===== config.mk =====
export PLATFORM = sky130hd
export DESIGN_NAME = ttl_out_line_flat
export DESIGN_NICKNAME = d
export VERILOG_FILES = /design/src/rtl/ttl_out_line_if.sv /design/src/rtl/ttl_out_line.sv /design/src/flat_wrapper.sv
export SDC_FILE = /design/constraint.sdc
export NUM_CORES = 1
export LEC_CHECK = 0
export ABC_AREA = 1
export BUFFER_PORTS_ARGS = -buffer_cell sky130_fd_sc_hd__buf_2
export CORE_MARGIN = 2
export CORE_UTILIZATION = 50
export DETAILED_ROUTE_END_ITERATION = 10
export GPL_TIMING_DRIVEN = 0
export PLACE_DENSITY = 0.82
export SYNTH_ARGS = -nofsm -noshare
export SYNTH_HDL_FRONTEND = slang
export SYNTH_SLANG_ARGS = --single-unit

===== constraint.sdc =====
create_clock -name clk_fpga -period 3.6 [get_ports clk_fpga]
set_input_delay 1.08 -clock clk_fpga [delete_from_list [all_inputs] [get_ports clk_fpga]]
set_output_delay 1.08 -clock clk_fpga [all_outputs]
set_load 0.01 [all_outputs]

===== src/rtl/ttl_out_line_if.sv =====
// Control/status bundle for the TTL test-pattern transmitter.
// The master side (sequencer or bench) drives requests; the slave side
// (ttl_out_line) drives the line and its status.
interface ttl_out_line_if #(
  parameter int LEN_W = 16
) ();

  logic             start;
  logic             stop;
  logic [LEN_W-1:0] burst_len;
  logic [1:0]       fault;
  logic             clk_out;
  logic             busy;
  logic             done;
  logic [LEN_W-1:0] period_cnt;

  modport master (
    output start, stop, burst_len, fault,
    input  clk_out, busy, done, period_cnt
  );

  modport slave (
    input  start, stop, burst_len, fault,
    output clk_out, busy, done, period_cnt
  );

endinterface


===== src/rtl/ttl_out_line.sv =====
// ttl_out_line: square-wave test-pattern transmitter for the TTL line
// checker. Sends counted or continuous bursts of HALF_PERIOD-high /
// HALF_PERIOD-low periods on clk_out.
//
// Build option: define TTL_OUT_FAULT_EN to implement the fault input
// (short high halves, short low halves, periodic line stall). Without it
// the fault input is ignored and only the nominal waveform is produced.
//
// state  | meaning
// -------+-----------------------------------------------------------
// IDLE   | line low, waiting for start; period_cnt holds last result
// HIGH   | line high for the (possibly shortened) high half
// LOW    | line low for the (possibly shortened) low half; period ends
// STALL  | line held low for STALL_CYCLES before each normal period
module ttl_out_line #(
  parameter int HALF_PERIOD  = 50,
  parameter int SHORT_HALF   = 20,
  parameter int STALL_CYCLES = 200,
  parameter int LEN_W        = 16
) (
  input logic         clk_fpga,
  input logic         rst_n,
  ttl_out_line_if.slave bus
);

`ifdef TTL_OUT_FAULT_EN
  localparam int CNT_MAX = (HALF_PERIOD > STALL_CYCLES) ? HALF_PERIOD : STALL_CYCLES;
`else
  localparam int CNT_MAX = HALF_PERIOD;
`endif
  localparam int CNT_W = (CNT_MAX > 2) ? $clog2(CNT_MAX) : 1;

  // Counters are loaded with length-1 and run down to a terminal count of 0.
  localparam logic [CNT_W-1:0] HALF_LOAD = CNT_W'(HALF_PERIOD - 1);

  typedef enum logic [1:0] {
    S_IDLE,
    S_HIGH,
    S_LOW
`ifdef TTL_OUT_FAULT_EN
    , S_STALL
`endif
  } state_t;

  state_t           state;
  logic [CNT_W-1:0] cnt;
  logic [LEN_W-1:0] len_q;
  logic [LEN_W-1:0] pcnt_q;
  logic [LEN_W-1:0] pcnt_nxt;
  logic             stop_pend;
  logic             clk_out_q;
  logic             busy_q;
  logic             done_q;
  logic             burst_end;
  logic [CNT_W-1:0] h_load_start;
  logic [CNT_W-1:0] h_load_run;
  logic [CNT_W-1:0] l_load;

`ifdef TTL_OUT_FAULT_EN
  localparam logic [CNT_W-1:0] SHORT_LOAD = CNT_W'(SHORT_HALF - 1);
  localparam logic [CNT_W-1:0] STALL_LOAD = CNT_W'(STALL_CYCLES - 1);

  logic [1:0] fault_q;
  logic       stall_mode;

  // Half-period lengths: the first high half uses the fault on the bus
  // because fault_q is only being written in that same cycle.
  always_comb begin
    h_load_start = (bus.fault == 2'b01) ? SHORT_LOAD : HALF_LOAD;
    h_load_run   = (fault_q == 2'b01) ? SHORT_LOAD : HALF_LOAD;
    l_load       = (fault_q == 2'b10) ? SHORT_LOAD : HALF_LOAD;
  end

  assign stall_mode = (fault_q == 2'b11);
`else
  logic unused_fault;

  assign h_load_start = HALF_LOAD;
  assign h_load_run   = HALF_LOAD;
  assign l_load       = HALF_LOAD;
  assign unused_fault = ^bus.fault;
`endif

  assign pcnt_nxt  = pcnt_q + LEN_W'(1);
  // A stop request only takes effect once the running period is complete.
  assign burst_end = stop_pend || ((len_q != '0) && (pcnt_nxt == len_q));

  // Sequencer: state, half-period timer and all registered outputs.
  always_ff @(posedge clk_fpga or negedge rst_n) begin
    if (!rst_n) begin
      state     <= S_IDLE;
      cnt       <= '0;
      len_q     <= '0;
      pcnt_q    <= '0;
      stop_pend <= 1'b0;
      clk_out_q <= 1'b0;
      busy_q    <= 1'b0;
      done_q    <= 1'b0;
`ifdef TTL_OUT_FAULT_EN
      fault_q   <= 2'b00;
`endif
    end else begin
      done_q <= 1'b0;
      if ((state != S_IDLE) && bus.stop) begin
        stop_pend <= 1'b1;
      end
      case (state)
        S_IDLE: begin
          clk_out_q <= 1'b0;
          if (bus.start) begin
            len_q     <= bus.burst_len;
            pcnt_q    <= '0;
            stop_pend <= 1'b0;
            busy_q    <= 1'b1;
`ifdef TTL_OUT_FAULT_EN
            fault_q   <= bus.fault;
            if (bus.fault == 2'b11) begin
              state     <= S_STALL;
              cnt       <= STALL_LOAD;
              clk_out_q <= 1'b0;
            end else begin
              state     <= S_HIGH;
              cnt       <= h_load_start;
              clk_out_q <= 1'b1;
            end
`else
            state     <= S_HIGH;
            cnt       <= h_load_start;
            clk_out_q <= 1'b1;
`endif
          end
        end
        S_HIGH: begin
          if (cnt == '0) begin
            state     <= S_LOW;
            cnt       <= l_load;
            clk_out_q <= 1'b0;
          end else begin
            cnt <= cnt - CNT_W'(1);
          end
        end
        S_LOW: begin
          if (cnt == '0) begin
            pcnt_q <= pcnt_nxt;
            if (burst_end) begin
              state     <= S_IDLE;
              busy_q    <= 1'b0;
              done_q    <= 1'b1;
              clk_out_q <= 1'b0;
`ifdef TTL_OUT_FAULT_EN
            end else if (stall_mode) begin
              state     <= S_STALL;
              cnt       <= STALL_LOAD;
              clk_out_q <= 1'b0;
`endif
            end else begin
              state     <= S_HIGH;
              cnt       <= h_load_run;
              clk_out_q <= 1'b1;
            end
          end else begin
            cnt <= cnt - CNT_W'(1);
          end
        end
`ifdef TTL_OUT_FAULT_EN
        S_STALL: begin
          if (cnt == '0) begin
            state     <= S_HIGH;
            cnt       <= h_load_run;
            clk_out_q <= 1'b1;
          end else begin
            cnt <= cnt - CNT_W'(1);
          end
        end
`endif
        default: begin
          state     <= S_IDLE;
          clk_out_q <= 1'b0;
          busy_q    <= 1'b0;
        end
      endcase
    end
  end

  assign bus.clk_out    = clk_out_q;
  assign bus.busy       = busy_q;
  assign bus.done       = done_q;
  assign bus.period_cnt = pcnt_q;

endmodule


===== src/flat_wrapper.sv =====
// flat-port wrapper written by rule: the top's interface ports become plain ports
module ttl_out_line_flat 
#(
  parameter int HALF_PERIOD  = 50,
  parameter int SHORT_HALF   = 20,
  parameter int STALL_CYCLES = 200,
  parameter int LEN_W        = 16
)
  (clk_fpga, rst_n, bus_start, bus_stop, bus_burst_len, bus_fault, bus_clk_out, bus_busy, bus_done, bus_period_cnt);
  ttl_out_line_if #(.LEN_W(LEN_W)) bus_i ();
  input logic clk_fpga;
  input logic rst_n;
  input wire logic [$bits(bus_i.start)-1:0] bus_start;
  input wire logic [$bits(bus_i.stop)-1:0] bus_stop;
  input wire logic [$bits(bus_i.burst_len)-1:0] bus_burst_len;
  input wire logic [$bits(bus_i.fault)-1:0] bus_fault;
  output wire logic [$bits(bus_i.clk_out)-1:0] bus_clk_out;
  output wire logic [$bits(bus_i.busy)-1:0] bus_busy;
  output wire logic [$bits(bus_i.done)-1:0] bus_done;
  output wire logic [$bits(bus_i.period_cnt)-1:0] bus_period_cnt;
  assign bus_i.start = bus_start;
  assign bus_i.stop = bus_stop;
  assign bus_i.burst_len = bus_burst_len;
  assign bus_i.fault = bus_fault;
  assign bus_clk_out = bus_i.clk_out;
  assign bus_busy = bus_i.busy;
  assign bus_done = bus_i.done;
  assign bus_period_cnt = bus_i.period_cnt;
  ttl_out_line #(.HALF_PERIOD(HALF_PERIOD), .SHORT_HALF(SHORT_HALF), .STALL_CYCLES(STALL_CYCLES), .LEN_W(LEN_W)) u_core (.clk_fpga(clk_fpga), .rst_n(rst_n), .bus(bus_i));
endmodule

Yosys cells after proc, flatten, opt, wreduce, memory -nomap -nowiden
Index checks and enable logic that the tools add are counted.
Word-level totals
  output and inout bits: 19
  bits of input ports: 22
  word-level logic and storage cells: 62
  RAM bits: 0
  ROM bits: 0
  bits in latches: 0
  register bits after elaboration: 44
  memories kept: 0
Operators by class
  shifts and indexed selects: 0
  multiplexer cells: 28
  order comparisons: 0
  add/sub/neg operators: 2
  reductions and logical operators: 15
  multipliers: 0
  eq/ne operators: 8
  div/mod/pow operators: 0
  bitwise operators: 1
Operator list (number)
  $mux W16: 2
  $pmux W16 S2: 1
  $mux W6: 4
  $pmux W6 S3: 1
  $add A16 B1 Y16 const B: 1
  $eq A16 B16 Y1: 1
  $reduce_bool A16 Y1: 1
  $mux W1: 14
  $reduce_and A3 Y1: 3
  $logic_not A6 Y1: 1
  $mux W2: 3
  $ne A2 B1 Y1 const B: 3
  $pmux W1 S3: 2
  $pmux W2 S3: 1
  $sub A6 B1 Y6 const B: 1
  $reduce_and A2 Y1: 2
  $reduce_and A4 Y1: 1
  $reduce_bool A2 Y1: 2
  $ne A3 B3 Y1 const B: 1
  $reduce_bool A3 Y1: 1
  $eq A2 B1 Y1 const B: 1
  $eq A2 B2 Y1 const B: 1
  $logic_and A1 B1 Y1: 2
  $logic_not A2 Y1: 1
  3 further kinds: 3

Logic depth before layout (Yosys ltp)
Gate-level depths: netlist of run 1.
  depth after elaboration: 7
  depth in mapped cells: 18
  depth with buffers taken out: 18

Worst setup path before layout of run 1
Ideal clock, no wire load.
  path kind: input-to-reg
  start point: in bus_start
  end point: reg u_core.pcnt_q[11] (netlist: u_core.bus.period_cnt[11])
  required time: 3468 ps
  path buffers: 1
  arrival time: 1917 ps
  setup time: 132 ps
  stages: 6
  slack: 1551 ps
  cell sequence: nor2_1 inv_1 nand2_1 a21oi_1 clkbuf_1 o22ai_1
On the way
  word-level cells in the longest chain between the ends: 2
Ends and longest elaborated chain
  from (decl): RTL line flat_wrapper.sv:13  | input wire logic [$bits(bus_i.start)-1:0] bus_start;
  $ne A2 B2 Y1 (no source line)
  $reduce_and A3 Y1 (no source line)
  to (signal assigned): RTL line ttl_out_line.sv:144  | pcnt_q <= pcnt_nxt;
  to (decl): RTL line ttl_out_line.sv:48  | logic [LEN_W-1:0] pcnt_q;
Every way passes these cells.
A chain may end at the register's enable or synchronous reset.

Worst setup path in the final report of run 1
  start point: reg u_core.state[0]
  end point: reg u_core.pcnt_q[12] (netlist: u_core.bus.period_cnt[12])
On the way
  word-level cells in the longest chain between the ends: 3
  elaborated cells between the ends (all ways): 7
  those cells by class: eq/ne (3); mux (1); reduce/logical (3)
Ends and longest elaborated chain
  from (decl): RTL line ttl_out_line.sv:45  | state_t state;
  from (signal assigned): RTL line ttl_out_line.sv:91  | state <= S_IDLE;
  from (signal assigned): RTL line ttl_out_line.sv:127  | state <= S_HIGH;
  from (signal assigned): RTL line ttl_out_line.sv:135  | state <= S_LOW;
  $eq A2 B2 Y1 or $logic_not A2 Y1 (tied branches): RTL line ttl_out_line.sv:107  | case (state)
  $ne A2 B1 Y1 (no source line) (tied with other cells)
  $reduce_and A3 Y1 (no source line)
Several ways; a longest one is shown, not always the timed one.

==> results by group, run 1 <==
Synthesis
  – Mapped Area: 2720 um2
  – Most used DFF post-synth: dfrtp_1
  – Post-Syn Instances: 372
  – Post-synth EDFFs: 0
  – Post-synth cell types: 29
  – Syn_area_per_cell: 7.31 um2
  – Syn_nets: 402
  – Async SR Flop Fraction: 100%
  – Register area share after synthesis: 40.5%
  – Seq cells post-synth: 44
  – Synth warn: 0

Detailed routing
  – Final ANT Viol Nets: 0
  – Drt drc: 0
  – Via/cell ratio: 5.35
  – WL final: 6500 um
  – Wire per inst: 13.3 um
  – TritonRoute pass-1 iters: 4
  – Via count: 2612
  – Initial drt markers: 193

Critical path
  – Crit. Startpoint: u_core.state[0]
  – Reg2Reg Depth: 9
  – Reg2reg start: u_core.state[0]
  – Worst endpoint required time: 3770 ps
  – Max Fanout on Critical Path: 10
  – Critical Path AT: 2570 ps
  – RR Endpoint: u_core.bus.period_cnt[12]
  – Crit path capture type: flip-flop
  – Worst reg2reg setup slack: 1200 ps
  – CP startpoint kind: flip-flop
  – WS Path Type: flip-flop to flip-flop

Clock tree
  – Inserted Clock Buffers: 5
  – CTS Hold Bufs: 0
  – CTS Buffer Depth: 2
  – Clk slew on worst S/H paths: 80 ps
  – Clk_lat worst skew: 300 ps
  – Post_cts resized: 0
  – Clock Sinks: 44
  – TritonCTS clock tree: yes
  – H-tree depth: 2
  – # Post-CTS Setup Buffers: 0
  – Root Buffer: clkbuf_8

Floorplanning
  – Die W: 77.8 um
  – Row count: 26
  – Core area: 5170 um2
  – IO Count: 41
  – Die Y: 77.8 um
  – Initial Util: 52.6%
  – Die area: 6050 um2

Global route
  – Initial antenna violation count: 0
  – Gr ovfl total: 0
  – First-pass GRT wire length: 10900 um
  – Pin count of the biggest net entering global routing: 45
  – Total GRT Usage: 22.6%
  – Vias in the first global route: 2537

Power
  – Power per cell area: 673 nW/um2
  – Logic pwr share: 47.3%
  – Clock network fraction of design power: 15.7%
  – P_int: 1.16 mW
  – Pleak: 1.60 nW
  – Sw frac: 44.4%
  – VDD IR max: 0.451 mV
  – Design Power: 2.08 mW
  – Net Switching: 0.923 mW
  – Part of the power in registers: 37.0%

Worst hold path
  – Hold crit path type: flip-flop to flip-flop
  – Hold Path Origin: u_core.bus.busy
  – Hold path cells: 2
  – WHS Endpoint: u_core.bus.busy

Cells and area
  – Final nets: 447
  – N_diodes: 0
  – Area delta synth->final: 13.6%
  – Layout cells sized above 1: 15.8%

STA
  – Final setup TNS: 0 ps
  – Rel. slew slack: 34.3%
  – Final setup viols: 0
  – Max Transition Viols Final: 0
  – FMAX: 0.417 GHz
  – Final worst slack: 1200 ps
  – Final critical-path share of the clock period: 66.6%
  – Skew final: 5.58 ps
  – Worst-margin pin slew: 986 ps
  – RSZ-0062 raised after global routing: no
  – Fin crit period: 2400 ps
  – Final hold violation count: 0

Placement
  – Detailed Place HPWL: 4860 um
  – Dpl ws: 947 ps
  – Routability cong.: 0.864
  – # port buffers: 38

Run
  – MaxCap Viol Count: 0

Outcome
  – Status: finished, final reports clean
## cell usage in the layout (no fill, tap or decap), types with 2 or more instances in the layout
master | netlist | final
clkbuf_1 | 4 | 4
a21oi_1 | 5 | 5
ha_1 | 8 | 8
dfrtp_1 | 44 | 44
nand3_1 | 49 | 49
clkbuf_8 | 0 | 6
nor2_2 | 3 | 3
nand4_1 | 12 | 12
nor2_1 | 27 | 27
clkinv_2 | 0 | 2
inv_1 | 50 | 50
xor2_1 | 3 | 3
buf_2 | 0 | 38
nand2_4 | 2 | 2
o22ai_1 | 9 | 9
nor3_1 | 2 | 2
o21ai_0 | 25 | 25
clkinv_1 | 2 | 2
xnor2_1 | 3 | 3
nand2_1 | 105 | 105
nand2_2 | 6 | 6
nor2_4 | 3 | 3
## sequential cells by signal, indices dropped and copies added (netlist names)
register / count
u_core.state: 2
u_core.bus.clk_out: 1
u_core.stop_pend: 1
u_core.bus.busy: 1
u_core.len_q: 16
u_core.bus.period_cnt: 16
u_core.cnt: 6
u_core.bus.done: 1
## routing by layer
layer | wire (um) | global-route usage, % | vias up
met5 | 0 | 0 | -
met4 | 140 | 8.57 | 0
met3 | 367 | 5.58 | 15
met2 | 3140 | 38.4 | 74
met1 | 2860 | 27.6 | 1236
li1 | - | - | 1287
## synth_stat cells (all sizes together), types with 2 or more instances
| cell type | n | area share [%] |
|---|---|---|
| nor2 | 34 | 6.4 |
| inv | 51 | 7.0 |
| nor3 | 2 | 0.37 |
| dfrtp | 44 | 40 |
| nand4 | 12 | 2.8 |
| ha | 8 | 3.7 |
| o22ai | 9 | 2.1 |
| xor2 | 3 | 0.97 |
| clkinv | 2 | 0.28 |
| nand2 | 113 | 17 |
| clkbuf | 4 | 0.55 |
| xnor2 | 3 | 0.97 |
| o21ai | 26 | 4.8 |
| nand3 | 51 | 10 |
| a21oi | 5 | 0.92 |
## cell families (layout without fill, tap and decap cells)
| kind of cell | count (synthesis) | count (layout) | share of synthesized area [%] |
|---|---|---|---|
| simple gates | 213 | 213 | 36.5 |
| buf+inv | 58 | 104 | 8.28 |
| flops | 44 | 44 | 40.5 |
| compound gates | 42 | 42 | 8.33 |
| fa+ha+maj | 8 | 8 | 3.68 |
| xor+xnor | 7 | 7 | 2.76 |
## layout make-up
cell class | instances | area (um2)
plain buffers | 5 | 26.3
clock buffers | 6 | 82.6
clock inverters | 2 | 10.0
fillers | 474 | 2080
inverters | 53 | 199
multi-input cells | 270 | 1390
flip-flops and latches | 44 | 1100
well taps | 70 | 87.6
repair buffers | 38 | 190
## stage by stage
step	hold WS [ps]	util, %	instance area [um2]	std cells
final	481	59.7	3090	488
after global placement	458	58.0	3000	480
after floorplan	464	-	2720	372
after global routing	497	59.7	3090	488
after detailed placement	468	58.0	3000	480
after CTS	490	59.7	3090	488
## critical path, stage by stage, from the launching register on
cell,delay (ps)
dfrtp_1,430
inv_1,90
ha_1,240
inv_1,120
nor2_1,70
inv_1,70
nand2_1,90
a21oi_1,580
clkbuf_1,440
o21ai_0,140
## how the worst max path moves through the flow
stage | depth (start not counted) | to | slack, ps
finish | 9 | u_core.bus.period_cnt[12] | 1200
global route | 9 | u_core.bus.period_cnt[13] | 940
CTS | 9 | u_core.bus.period_cnt[15] | 1230
detailed placement | 7 | u_core.bus.period_cnt[12] | 950
global placement | 7 | u_core.bus.period_cnt[11] | 990
floorplan | 6 | u_core.bus.period_cnt[11] | 1550
## power by group through the flow
stage	registers (mW)	logic (mW)	clock network, mW
finish	0.769	0.983	0.326
global route	0.790	1.12	0.351
CTS	0.771	0.983	0.333
detailed placement	0.778	0.975	0
global placement	0.771	0.943	0
floorplan	0.764	0.727	0
Power figures use the tool's default switching activity.
==> inputs of run 2 (changes only) <==
--- a/config.mk
+++ b/config.mk
@@ -5,13 +5,13 @@
 export SDC_FILE = /design/constraint.sdc
 export NUM_CORES = 1
 export LEC_CHECK = 0
-export ABC_AREA = 1
+export ABC_AREA = 0
 export BUFFER_PORTS_ARGS = -buffer_cell sky130_fd_sc_hd__buf_2
 export CORE_MARGIN = 2
 export CORE_UTILIZATION = 50
 export DETAILED_ROUTE_END_ITERATION = 10
 export GPL_TIMING_DRIVEN = 0
-export PLACE_DENSITY = 0.82
+export PLACE_DENSITY = 0.86
 export SYNTH_ARGS = -nofsm -noshare
 export SYNTH_HDL_FRONTEND = slang
 export SYNTH_SLANG_ARGS = --single-unit
==> constraint.sdc (replaced) <==
create_clock -name clk_fpga -period 2.1 [get_ports clk_fpga]
set_input_delay 0.63 -clock clk_fpga [delete_from_list [all_inputs] [get_ports clk_fpga]]
set_output_delay 0.63 -clock clk_fpga [all_outputs]
set_load 0.01 [all_outputs]
==> run 2 against run 1 <==
Compared with the run above: the flow now finishes with violations (setup timing); sequential power rose by 10%; sequential share of layout area down 2.3 points; core utilization up 6.1 points; first-iteration DRC count rose by 48%; sequential cell count did not move; global-route usage grew 1.9 points; worst hold slack worse by 2.8 ps; wire length up 14%; critical endpoint is now u_core.cnt[2]; largest cell class unchanged.
==> results by group, run 2 <==
Clock tree
  – Clk_lat worst skew: 300 ps (about the same)
  – Clk slew on worst S/H paths: 80 ps (about the same)
  – Clock Sinks: 44 (unchanged)
  – Inserted Clock Buffers: 5 (unchanged)
  – TritonCTS clock tree: yes
  – H-tree depth: 2 (unchanged)
  – CTS Buffer Depth: 2 (unchanged)
  – Root Buffer: clkbuf_8

Synthesis
  – Async SR Flop Fraction: 100% (unchanged)
  – Synth Area in Compound Gates: 16.1% (+7.8 points)
  – Adder-cell share of the synthesized area: 3.86% (+0.18 points)
  – Post-synth cell types: 48 (+66%)
  – Commonest cells in the netlist: dfrtp_1, o21ai_0, nand2_1, nor2_1, mux2_2
  – Syn_nets: 303 (-25%)
  – Area leader, netlist: dfrtp_1
  – Syn_area_per_cell: 9.51 um2 (+30%)
  – Share of the synthesized area in the top cell type: 42.4% (+2.0 points)
  – Top-count cell post-synth: dfrtp_1
  – Post-Syn Instances: 273 (-27%)
  – Register area share after synthesis: 42.4% (+2.0 points)
  – Mux cell area share after synthesis: 7.76% (+7.8 points)
  – Synth warn: 0 (unchanged)
  – Most used DFF post-synth: dfrtp_1
  – Mapped Area: 2590 um2 (-4.6%)
  – Simple-gate share of the synthesized area: 18.7% (-18 points)
  – Seq cells post-synth: 44 (unchanged)
  – Largest family of logic cells by synthesized area: simple AND/OR/NAND/NOR gates
  – Post-synth EDFFs: 0 (unchanged)
  – Synth Area in XOR/XNOR: 7.43% (+4.7 points)
  – Area contributors post-synth: dfrtp_1, mux2_2, o21ai_0

Global route
  – Pin count of the biggest net entering global routing: 45 (unchanged)
  – First-pass GRT wire length: 11300 um (+3.1%)
  – Initial antenna violation count: 0 (unchanged)
  – Gr ovfl total: 0 (unchanged)
  – Total GRT Usage: 24.5% (+1.9 points)
  – Vias in the first global route: 2409 (-5.0%)

Floorplanning
  – Core area: 5040 um2 (-2.5%)
  – Initial Util: 51.5% (-1.1 points)
  – Die W: 76.0 um (-2.2%)
  – IO Count: 41 (unchanged)
  – Row count: 26 (unchanged)
  – Die area: 5780 um2 (-4.4%)
  – Die Y: 76.0 um (-2.2%)

STA
  – Worst-margin pin slew: 956 ps (-30.1 ps)
  – Rel. slew slack: 36.3% (+2.0 points)
  – Skew final: 13.7 ps (+8.12 ps)
  – Final setup TNS: -3420 ps (-3420 ps)
  – Final hold violation count: 0 (unchanged)
  – Final setup viols: 9 (+9)
  – Final worst slack: -431 ps (-1630 ps)
  – FMAX: 0.395 GHz (-5.2%)
  – Max Transition Viols Final: 0 (unchanged)
  – Final critical-path share of the clock period: 121% (+54 points)
  – RSZ-0062 raised after global routing: yes
  – Fin crit period: 2530 ps (+132 ps)

Critical path
  – Worst reg2reg setup slack: -430 ps (-1630 ps)
  – Critical Path AT: 2710 ps (+140 ps)
  – Worst endpoint required time: 2280 ps (-1490 ps)
  – Crit path largest cell delay: 430 ps (-150 ps)
  – CP startpoint kind: flip-flop
  – Crit path capture type: flip-flop
  – WS Path Type: flip-flop to flip-flop
  – Slowest-stage cell, CP: dfrtp_2
  – CP top delay family: compound AO/OA/AOI/OAI gates
  – RR Endpoint: u_core.cnt[2]
  – Max Fanout on Critical Path: 5 (-5)
  – Worst Path Buf+Inv: 3 (-1)
  – Reg2reg start: u_core.bus.period_cnt[0]
  – Reg2Reg Depth: 10 (+1)
  – CP most frequent cell: buf_4
  – Worst-path cell chain: buf_4, buf_4, and4_2, a21oi_1, a211o_1, a31oi_1, nor4_4, buf_4, a31o_4, a211o_1

Run
  – MaxCap Viol Count: 0 (unchanged)

Cells and area
  – Non-Filler Instances: 404 (-17%)
  – Final nets: 363 (-19%)
  – Design area: 3320 um2 (+7.4%)
  – Commonest non-fill, non-tap cells in the layout: buf_2, dfrtp_1, o21ai_0
  – Layout cells sized above 1: 36.2% (+20 points)
  – N_diodes: 0 (unchanged)
  – Area delta synth->final: 27.9%

Detailed routing
  – Via count: 2496 (-4.4%)
  – Wire per inst: 18.3 um (+37%)
  – Initial drt markers: 286 (+48%)
  – WL final: 7380 um (+14%)
  – Final ANT Viol Nets: 0 (unchanged)
  – Via/cell ratio: 6.18 (+15%)
  – TritonRoute pass-1 iters: 7 (+3)
  – Drt drc: 0 (unchanged)

Outcome
  – Status: finished, violations left
  – Violated checks: setup timing

Power
  – Pleak: 1.53 nW (-4.3%)
  – Design Power: 1.44 mW (-31%)
  – VDD IR max: 0.537 mV (+19%)
  – Power per cell area: 433 nW/um2 (-36%)

Placement
  – Dpl cells: 381 (-21%)
  – Dpl ws: -599 ps (-1550 ps)
  – Placed inst area: 2910 um2 (-3.0%)
  – Detailed Place HPWL: 4390 um (-9.6%)
  – # port buffers: 38 (unchanged)
  – Routability cong.: 0.876 (+1.4%)

Worst hold path
  – Hold crit path type: input pin to async pin
==> run 2: report_power, final <==
group	internal (mW)	total [mW]	switching (mW)
Clock	0.269	0.556	0.287
Combinational	0.0127	0.0344	0.0217
Sequential	0.846	0.846	0.0000000000000000491
Total	1.13	1.44	0.309
==> run 2: cell type report <==
class	count	area [um2]
fill	371	1720
buffer	10	82.6
tap	70	87.6
sequential	44	1110
timing repair buffer	54	310
multi-input combinational	206	1600
clock buffer	8	90.1
inverter	12	45.0
==> run 2: worst max path at each step <==
stage	from	to	cells past startpoint
finish	u_core.bus.period_cnt[0]	u_core.cnt[2]	10
detailed placement	u_core.bus.period_cnt[0]	u_core.bus.busy	8
floorplan	u_core.bus.period_cnt[0]	u_core.bus.busy	8
CTS	u_core.bus.period_cnt[0]	u_core.bus.busy	8
global route	u_core.bus.period_cnt[0]	u_core.bus.busy	8
global placement	u_core.bus.period_cnt[0]	u_core.bus.busy	8
==> run 2: cell families after synthesis <==
| logic type | after synthesis |
|---|---|
| compound gates | 68 |
| xor+xnor | 22 |
| fa+ha+maj | 8 |
| buf+inv | 23 |
| flops | 44 |
| mux | 18 |
| simple gates | 90 |
==> run 2: worst register-to-register path, delay by kind of cell (launching register included) <==
kind / cells / cell delay (ps)
simple gates: 2 / 380
compound gates: 5 / 1210
flops: 1 / 430
buf+inv: 3 / 410
==> run 2: per-stage QoR <==
stage / hold slack [ps] / util (%)
2_1_floorplan: 334 / -
3_3_place_gp: 473 / 57.6
3_5_place_dp: 489 / 57.6
4_1_cts: 508 / 64.0
5_1_grt: 541 / 65.8
6_report: 478 / 65.8
==> run 2: timing repair <==
action                     4_1_cts  5_1_grt
pin swaps                       10        1
setup endpoints to repair       32       25
hold buffers                     0        0
setup buffers                   14        2
gates resized for setup         31       20
==> run 2: layer usage <==
metal,global-route usage [%],wire [um],vias up
met5,0,0,-
met4,10.9,338,0
met3,5.09,633,43
met2,41.2,3550,174
met1,30.6,2860,1168
li1,-,-,1111
